[config.mk]
export PLATFORM = sky130hd
export DESIGN_NAME = des_iter_core
export DESIGN_NICKNAME = d
export VERILOG_FILES = /design/src/rtl/des_pkg.sv /design/src/rtl/des_round.sv /design/src/rtl/des_iter_core.sv
export SDC_FILE = /design/constraint.sdc
export NUM_CORES = 1
export LEC_CHECK = 0
export CAP_MARGIN = 20
export CORE_MARGIN = 4
export CORE_UTILIZATION = 40
export DETAILED_ROUTE_END_ITERATION = 8
export PLACE_DENSITY_LB_ADDON = 0.25
export SYNTH_ARGS = -nofsm -noshare
export SYNTH_HDL_FRONTEND = slang
export SYNTH_HIERARCHICAL = 1
export SYNTH_SLANG_ARGS = --single-unit
[constraint.sdc]
create_clock -name clk -period 5.6 [get_ports clk]
set_input_delay 1.12 -clock clk [delete_from_list [all_inputs] [get_ports clk]]
set_output_delay 1.12 -clock clk [all_outputs]
set_load 0.05 [all_outputs]
[src/rtl/des_pkg.sv]
// des_pkg: shared DES constants and helpers.
//   - IP/FP/E/P/PC1/PC2 permutation tables (1-based, bit 1 = MSB; short
//     tables are zero-padded to 64 entries so one permute() serves all)
//   - the eight S-boxes, the key shift schedule and the core state enum
//   - permute, sbox_lookup, rotl28, rotr28
package des_pkg;

  typedef enum logic [1:0] {IDLE, RUN, DONE} state_t;

  localparam int IP_T [64] = '{
    58,50,42,34,26,18,10,2, 60,52,44,36,28,20,12,4,
    62,54,46,38,30,22,14,6, 64,56,48,40,32,24,16,8,
    57,49,41,33,25,17,9,1,  59,51,43,35,27,19,11,3,
    61,53,45,37,29,21,13,5, 63,55,47,39,31,23,15,7};

  localparam int FP_T [64] = '{
    40,8,48,16,56,24,64,32, 39,7,47,15,55,23,63,31,
    38,6,46,14,54,22,62,30, 37,5,45,13,53,21,61,29,
    36,4,44,12,52,20,60,28, 35,3,43,11,51,19,59,27,
    34,2,42,10,50,18,58,26, 33,1,41,9,49,17,57,25};

  localparam int E_T [64] = '{
    32,1,2,3,4,5, 4,5,6,7,8,9, 8,9,10,11,12,13, 12,13,14,15,16,17,
    16,17,18,19,20,21, 20,21,22,23,24,25, 24,25,26,27,28,29, 28,29,30,31,32,1,
    0,0,0,0,0,0,0,0, 0,0,0,0,0,0,0,0};

  localparam int P_T [64] = '{
    16,7,20,21,29,12,28,17, 1,15,23,26,5,18,31,10,
    2,8,24,14,32,27,3,9,    19,13,30,6,22,11,4,25,
    0,0,0,0,0,0,0,0, 0,0,0,0,0,0,0,0, 0,0,0,0,0,0,0,0, 0,0,0,0,0,0,0,0};

  localparam int PC1_T [64] = '{
    57,49,41,33,25,17,9, 1,58,50,42,34,26,18, 10,2,59,51,43,35,27,
    19,11,3,60,52,44,36, 63,55,47,39,31,23,15, 7,62,54,46,38,30,22,
    14,6,61,53,45,37,29, 21,13,5,28,20,12,4,
    0,0,0,0,0,0,0,0};

  localparam int PC2_T [64] = '{
    14,17,11,24,1,5, 3,28,15,6,21,10, 23,19,12,4,26,8, 16,7,27,20,13,2,
    41,52,31,37,47,55, 30,40,51,45,33,48, 44,49,39,56,34,53, 46,42,50,36,29,32,
    0,0,0,0,0,0,0,0, 0,0,0,0,0,0,0,0};

  localparam int SHIFTS [16] = '{1,1,2,2,2,2,2,2,1,2,2,2,2,2,2,1};

  // Row-major: entry [row*16 + col].
  localparam int SBOX [8][64] = '{
    '{14,4,13,1,2,15,11,8,3,10,6,12,5,9,0,7, 0,15,7,4,14,2,13,1,10,6,12,11,9,5,3,8,
      4,1,14,8,13,6,2,11,15,12,9,7,3,10,5,0, 15,12,8,2,4,9,1,7,5,11,3,14,10,0,6,13},
    '{15,1,8,14,6,11,3,4,9,7,2,13,12,0,5,10, 3,13,4,7,15,2,8,14,12,0,1,10,6,9,11,5,
      0,14,7,11,10,4,13,1,5,8,12,6,9,3,2,15, 13,8,10,1,3,15,4,2,11,6,7,12,0,5,14,9},
    '{10,0,9,14,6,3,15,5,1,13,12,7,11,4,2,8, 13,7,0,9,3,4,6,10,2,8,5,14,12,11,15,1,
      13,6,4,9,8,15,3,0,11,1,2,12,5,10,14,7, 1,10,13,0,6,9,8,7,4,15,14,3,11,5,2,12},
    '{7,13,14,3,0,6,9,10,1,2,8,5,11,12,4,15, 13,8,11,5,6,15,0,3,4,7,2,12,1,10,14,9,
      10,6,9,0,12,11,7,13,15,1,3,14,5,2,8,4, 3,15,0,6,10,1,13,8,9,4,5,11,12,7,2,14},
    '{2,12,4,1,7,10,11,6,8,5,3,15,13,0,14,9, 14,11,2,12,4,7,13,1,5,0,15,10,3,9,8,6,
      4,2,1,11,10,13,7,8,15,9,12,5,6,3,0,14, 11,8,12,7,1,14,2,13,6,15,0,9,10,4,5,3},
    '{12,1,10,15,9,2,6,8,0,13,3,4,14,7,5,11, 10,15,4,2,7,12,9,5,6,1,13,14,0,11,3,8,
      9,14,15,5,2,8,12,3,7,0,4,10,1,13,11,6, 4,3,2,12,9,5,15,10,11,14,1,7,6,0,8,13},
    '{4,11,2,14,15,0,8,13,3,12,9,7,5,10,6,1, 13,0,11,7,4,9,1,10,14,3,5,12,2,15,8,6,
      1,4,11,13,12,3,7,14,10,15,6,8,0,5,9,2, 6,11,13,8,1,4,10,7,9,5,0,15,14,2,3,12},
    '{13,2,8,4,6,15,11,1,10,9,3,14,5,0,12,7, 1,15,13,8,10,3,7,4,12,5,6,11,0,14,9,2,
      7,11,4,1,9,12,14,2,0,6,10,13,15,3,5,8, 2,1,14,7,4,10,8,13,15,12,9,0,3,5,6,11}};

  // din is right-aligned in_w bits; result is right-aligned out_w bits.
  function automatic logic [63:0] permute(input logic [63:0] din, input int in_w,
                                          input int out_w, input int tbl [64]);
    logic [63:0] dout;
    dout = '0;
    for (int i = 0; i < 64; i++) begin
      if (i < out_w) dout[6'(out_w - 1 - i)] = din[6'(in_w - tbl[i])];
    end
    return dout;
  endfunction

  // Outer bits select the row, inner four bits the column.
  function automatic logic [3:0] sbox_lookup(input logic [2:0] n, input logic [5:0] b);
    return 4'(SBOX[n][{b[5], b[0], b[4:1]}]);
  endfunction

  function automatic logic [27:0] rotl28(input logic [27:0] x, input int n);
    return (x << n) | (x >> (28 - n));
  endfunction

  function automatic logic [27:0] rotr28(input logic [27:0] x, input int n);
    return (x >> n) | (x << (28 - n));
  endfunction

endpackage

[src/rtl/des_round.sv]
// des_round: one combinational DES Feistel round with on-the-fly subkey.
//   l_in/r_in   : 32-bit halves entering the round
//   c_in/d_in   : 28-bit key halves from the previous round
//   mode        : 0 = encrypt (rotate left), 1 = decrypt (rotate right)
//   round_idx   : round number 1..16
//   l_out/r_out : halves after the round
//   c_out/d_out : rotated key halves to feed the next round
module des_round
  import des_pkg::*;
(
  input  logic [31:0] l_in,
  input  logic [31:0] r_in,
  input  logic [27:0] c_in,
  input  logic [27:0] d_in,
  input  logic        mode,
  input  logic [4:0]  round_idx,
  output logic [31:0] l_out,
  output logic [31:0] r_out,
  output logic [27:0] c_out,
  output logic [27:0] d_out
);

  logic [3:0]  enc_sel;
  logic [3:0]  dec_sel;
  logic [47:0] x_bits;
  logic [31:0] s_out;

  always_comb begin
    // Indices wrap modulo 16 so out-of-range rounds (core idle) stay in-table.
    enc_sel = 4'(round_idx - 5'd1);
    dec_sel = 4'(5'd17 - round_idx);
    if (!mode) begin
      c_out = rotl28(c_in, SHIFTS[enc_sel]);
      d_out = rotl28(d_in, SHIFTS[enc_sel]);
    end else if (round_idx == 5'd1) begin
      // Decrypt starts from C16/D16, which equal C0/D0 after a full 28-bit turn.
      c_out = c_in;
      d_out = d_in;
    end else begin
      c_out = rotr28(c_in, SHIFTS[dec_sel]);
      d_out = rotr28(d_in, SHIFTS[dec_sel]);
    end

    x_bits = 48'(permute({32'd0, r_in}, 32, 48, E_T)) ^
             48'(permute({8'd0, c_out, d_out}, 56, 48, PC2_T));
    s_out = '0;
    for (int i = 0; i < 8; i++) begin
      s_out[28 - 4*i +: 4] = sbox_lookup(3'(i), x_bits[42 - 6*i +: 6]);
    end

    l_out = r_in;
    r_out = l_in ^ 32'(permute({32'd0, s_out}, 32, 32, P_T));
  end

endmodule

[src/rtl/des_iter_core.sv]
// des_iter_core: iterative DES engine, UNROLL rounds per clock.
//   clk, reset (async, active low)
//   in_valid/in_ready  : input handshake; mode, key_in, data_in sampled on it
//   out_valid/out_ready: output handshake; data_out holds the result
//   busy               : high while rounds are being computed
module des_iter_core
  import des_pkg::*;
#(
  parameter int UNROLL = 1
) (
  input  logic        clk,
  input  logic        reset,
  input  logic        in_valid,
  output logic        in_ready,
  input  logic        mode,
  input  logic [63:0] key_in,
  input  logic [63:0] data_in,
  output logic        out_valid,
  input  logic        out_ready,
  output logic [63:0] data_out,
  output logic        busy
);

  localparam int NCYC  = 16 / UNROLL;
  localparam int CNT_W = $clog2(16) + 1;
  localparam logic [CNT_W-1:0] CNT_FULL = CNT_W'(16);

  if (!(UNROLL == 1 || UNROLL == 2 || UNROLL == 4 || UNROLL == 8 || UNROLL == 16)) begin : g_bad_unroll
    $error("des_iter_core: UNROLL must be 1, 2, 4, 8 or 16 (NCYC=%0d)", NCYC);
  end

  state_t           state_reg;
  logic [CNT_W-1:0] cnt_reg;
  logic [31:0]      l_reg, r_reg;
  logic [27:0]      c_reg, d_reg;
  logic             mode_reg;
  logic [63:0]      data_out_reg;

  logic [31:0]      l_chain [UNROLL+1];
  logic [31:0]      r_chain [UNROLL+1];
  logic [27:0]      c_chain [UNROLL+1];
  logic [27:0]      d_chain [UNROLL+1];

  logic [63:0]      ip_data;
  logic [55:0]      pc1_key;
  logic [63:0]      fp_out;
  logic [CNT_W:0]   cnt_sum;
  logic [CNT_W-1:0] cnt_next;
  logic             last_cycle;
  logic             accept;

  assign l_chain[0] = l_reg;
  assign r_chain[0] = r_reg;
  assign c_chain[0] = c_reg;
  assign d_chain[0] = d_reg;

  for (genvar gi = 0; gi < UNROLL; gi++) begin : g_round
    des_round u_round (
      .l_in      (l_chain[gi]),
      .r_in      (r_chain[gi]),
      .c_in      (c_chain[gi]),
      .d_in      (d_chain[gi]),
      .mode      (mode_reg),
      .round_idx (cnt_reg + CNT_W'(gi + 1)),
      .l_out     (l_chain[gi+1]),
      .r_out     (r_chain[gi+1]),
      .c_out     (c_chain[gi+1]),
      .d_out     (d_chain[gi+1])
    );
  end

  assign ip_data = permute(data_in, 64, 64, IP_T);
  assign pc1_key = 56'(permute(key_in, 64, 56, PC1_T));
  // Halves are swapped before the final permutation.
  assign fp_out  = permute({r_chain[UNROLL], l_chain[UNROLL]}, 64, 64, FP_T);

  // Counter saturates at 16 so it never wraps inside a block.
  assign cnt_sum    = {1'b0, cnt_reg} + (CNT_W+1)'(UNROLL);
  assign last_cycle = cnt_sum >= (CNT_W+1)'(16);
  assign cnt_next   = last_cycle ? CNT_FULL : cnt_sum[CNT_W-1:0];

  // DONE accepts a new block in the same clock as the result leaves.
  assign in_ready  = (state_reg == IDLE) || (state_reg == DONE && out_ready);
  assign accept    = in_valid && in_ready;
  assign out_valid = (state_reg == DONE);
  assign busy      = (state_reg == RUN);
  assign data_out  = data_out_reg;

  always_ff @(posedge clk or negedge reset) begin
    if (!reset) begin
      state_reg    <= IDLE;
      cnt_reg      <= '0;
      l_reg        <= '0;
      r_reg        <= '0;
      c_reg        <= '0;
      d_reg        <= '0;
      mode_reg     <= 1'b0;
      data_out_reg <= '0;
    end else begin
      case (state_reg)
        IDLE, DONE: begin
          if (accept) begin
            l_reg     <= ip_data[63:32];
            r_reg     <= ip_data[31:0];
            c_reg     <= pc1_key[55:28];
            d_reg     <= pc1_key[27:0];
            mode_reg  <= mode;
            cnt_reg   <= '0;
            state_reg <= RUN;
          end else if (state_reg == DONE && out_ready) begin
            state_reg <= IDLE;
          end
        end
        RUN: begin
          l_reg   <= l_chain[UNROLL];
          r_reg   <= r_chain[UNROLL];
          c_reg   <= c_chain[UNROLL];
          d_reg   <= d_chain[UNROLL];
          cnt_reg <= cnt_next;
          if (last_cycle) begin
            data_out_reg <= fp_out;
            state_reg    <= DONE;
          end
        end
        default: state_reg <= IDLE;
      endcase
    end
  end

endmodule

==> metrics.cfg <==
[status]
run_status=finished clean

[cells_and_area]
final_common_cell=nand2_1
area_growth_pct=8.23
finalNonFillerCells=2031
nNetsFinal=1741
stdcell_area_um2=14600
fillers=3324
final_cell_mix=nand2_1 (258), mux2i_1 (139), dfrtp_1 (131)
layout-drive-gt1-share=0.133
antennaDiodeCount=0

[hold_path]
min_path_cells=1
hp-class=reg -> reg
hp-start=l_reg[23]
holdPathEnd=l_reg[23]

[timing]
fin_ws_ns=0.325
min_period_over_period=0.942
setup_viol=0
hold_viol=0
fin_worst_skew_ns=0.0146
max_freq_mhz=190
layout_min_cycle_time_ns=5.28
tns_ns=0
slew_viol_final=0
slew_headroom=0.290
worst_pin_slew_ns=1.06

[worst_setup_path]
crit_required_ns=5.97
worstPathArrival_ns=5.64
timing_worst_setup_path_type=reg -> reg
endpoint_kind=flop
r2r_start=cnt_reg[0]
ff2ff_setup_slack_ns=0.32
worstRegToRegCells=20
cp-startpoint=cnt_reg[0]
worst_setup_path_start_kind=flop
timing.rr.end=r_reg[21]
crit_fanout=11

[drt]
antenna_left=0
wl_per_cell_um=20.2
vias=12000
via_per_inst=5.93
wl_um=41000
drt_iter0_drc=1112
drt_pass1_iterations=6
drc=0

[global_routing]
grt_pass1_vias=11400
grt_start_max_net_pins=94
antenna_found_initial=0
grt_pass1_wl_um=65800
overflow=0
track_usage=0.222

[floorplan]
placementRows=67
fp.dieH_um=192
num_io_pins=200
core_area_um2=33400
start_util=0.404
die_area_um2=36800
die_x_um=192

[cts]
cts.sinks=132
path_clk_slew_ns=0.07
clkLatencyLatePin_ns=0.45
cts_root_buf=clkbuf_16
clockBufferDepth=2
cts-htree-levels=4
cts_made_buffers=17
cts_hold_buf=0
tritoncts=yes

[yosys]
synth_warnings=6
synth_cells=1615
synth_area_um2=13500
postSynthAreaPerCell_um2=8.37

[placed_design]
place_ws_ns=0.0713
dpl.hpwl_um=27800
place_area_um2=14000
place_congestion=0.955
dp_cells=1994
port_buffers=55

[job]
cap_violations=0

[critical path: stages, from the launching register on]
cell	delay [ns]
dfrtp_1	0.46
ha_2	0.27
xor2_2	0.27
inv_1	0.10
ha_1	0.35
mux2i_2	0.19
maj3_4	0.38
inv_4	0.12
buf_4	0.21
mux2i_1	0.20
o221ai_1	0.14
a21oi_1	0.53
xnor2_4	0.19
ha_1	0.49
a21oi_1	0.10
a221oi_1	0.35
a211oi_1	0.11
a311oi_2	0.30
xor2_1	0.19
mux2i_1	0.09
o21ai_0	0.16
[worst max path at each step]
| stage | to | depth (start not counted) | slack, ns |
|---|---|---|---|
| final | r_reg[21] | 20 | 0.32 |
| after global routing | r_reg[13] | 22 | -0.007 |
| after CTS | r_reg[21] | 21 | 0.04 |
| after detailed placement | r_reg[21] | 21 | 0.07 |
| after global placement | r_reg[21] | 21 | 0.15 |
| after floorplan | r_reg[11] | 26 | 0.02 |
[metrics by stage]
| step | hold WS, ns | utilization |
|---|---|---|
| global route | 0.516 | 0.437 |
| detailed placement | 0.486 | 0.418 |
| global placement | 0.481 | 0.418 |
| floorplan | 0.445 | - |
| CTS | 0.505 | 0.435 |
| finish | 0.506 | 0.437 |
[area by class of cell]
class | count | area (µm²) | share of cell area
inverter | 60 | 228 | 0.0156
sequential | 132 | 3310 | 0.226
clock inverter | 15 | 135 | 0.00923
timing repair buffer | 116 | 1030 | 0.0707
multi-input combinational | 1243 | 8940 | 0.611
clock buffer | 17 | 425 | 0.0291
tap | 448 | 561 | 0.0383
[layer usage]
metal,global-route usage,wire (µm),up-vias
met5,0,0,-
met2,0.342,19000,471
met3,0.0329,2390,55
met4,0.0682,758,0
li1,-,-,5637
met1,0.321,18900,5875
[timing repair]
| item | in CTS | in global routing |
|---|---|---|
| resized for setup | 0 | 10 |
| setup buffers | 0 | 4 |
| setup endpoints to repair | 0 | 10 |
Power is left out: the tool's default activity adds up to more than one toggle a clock period on the data nets, which glitch-free logic cannot reach.
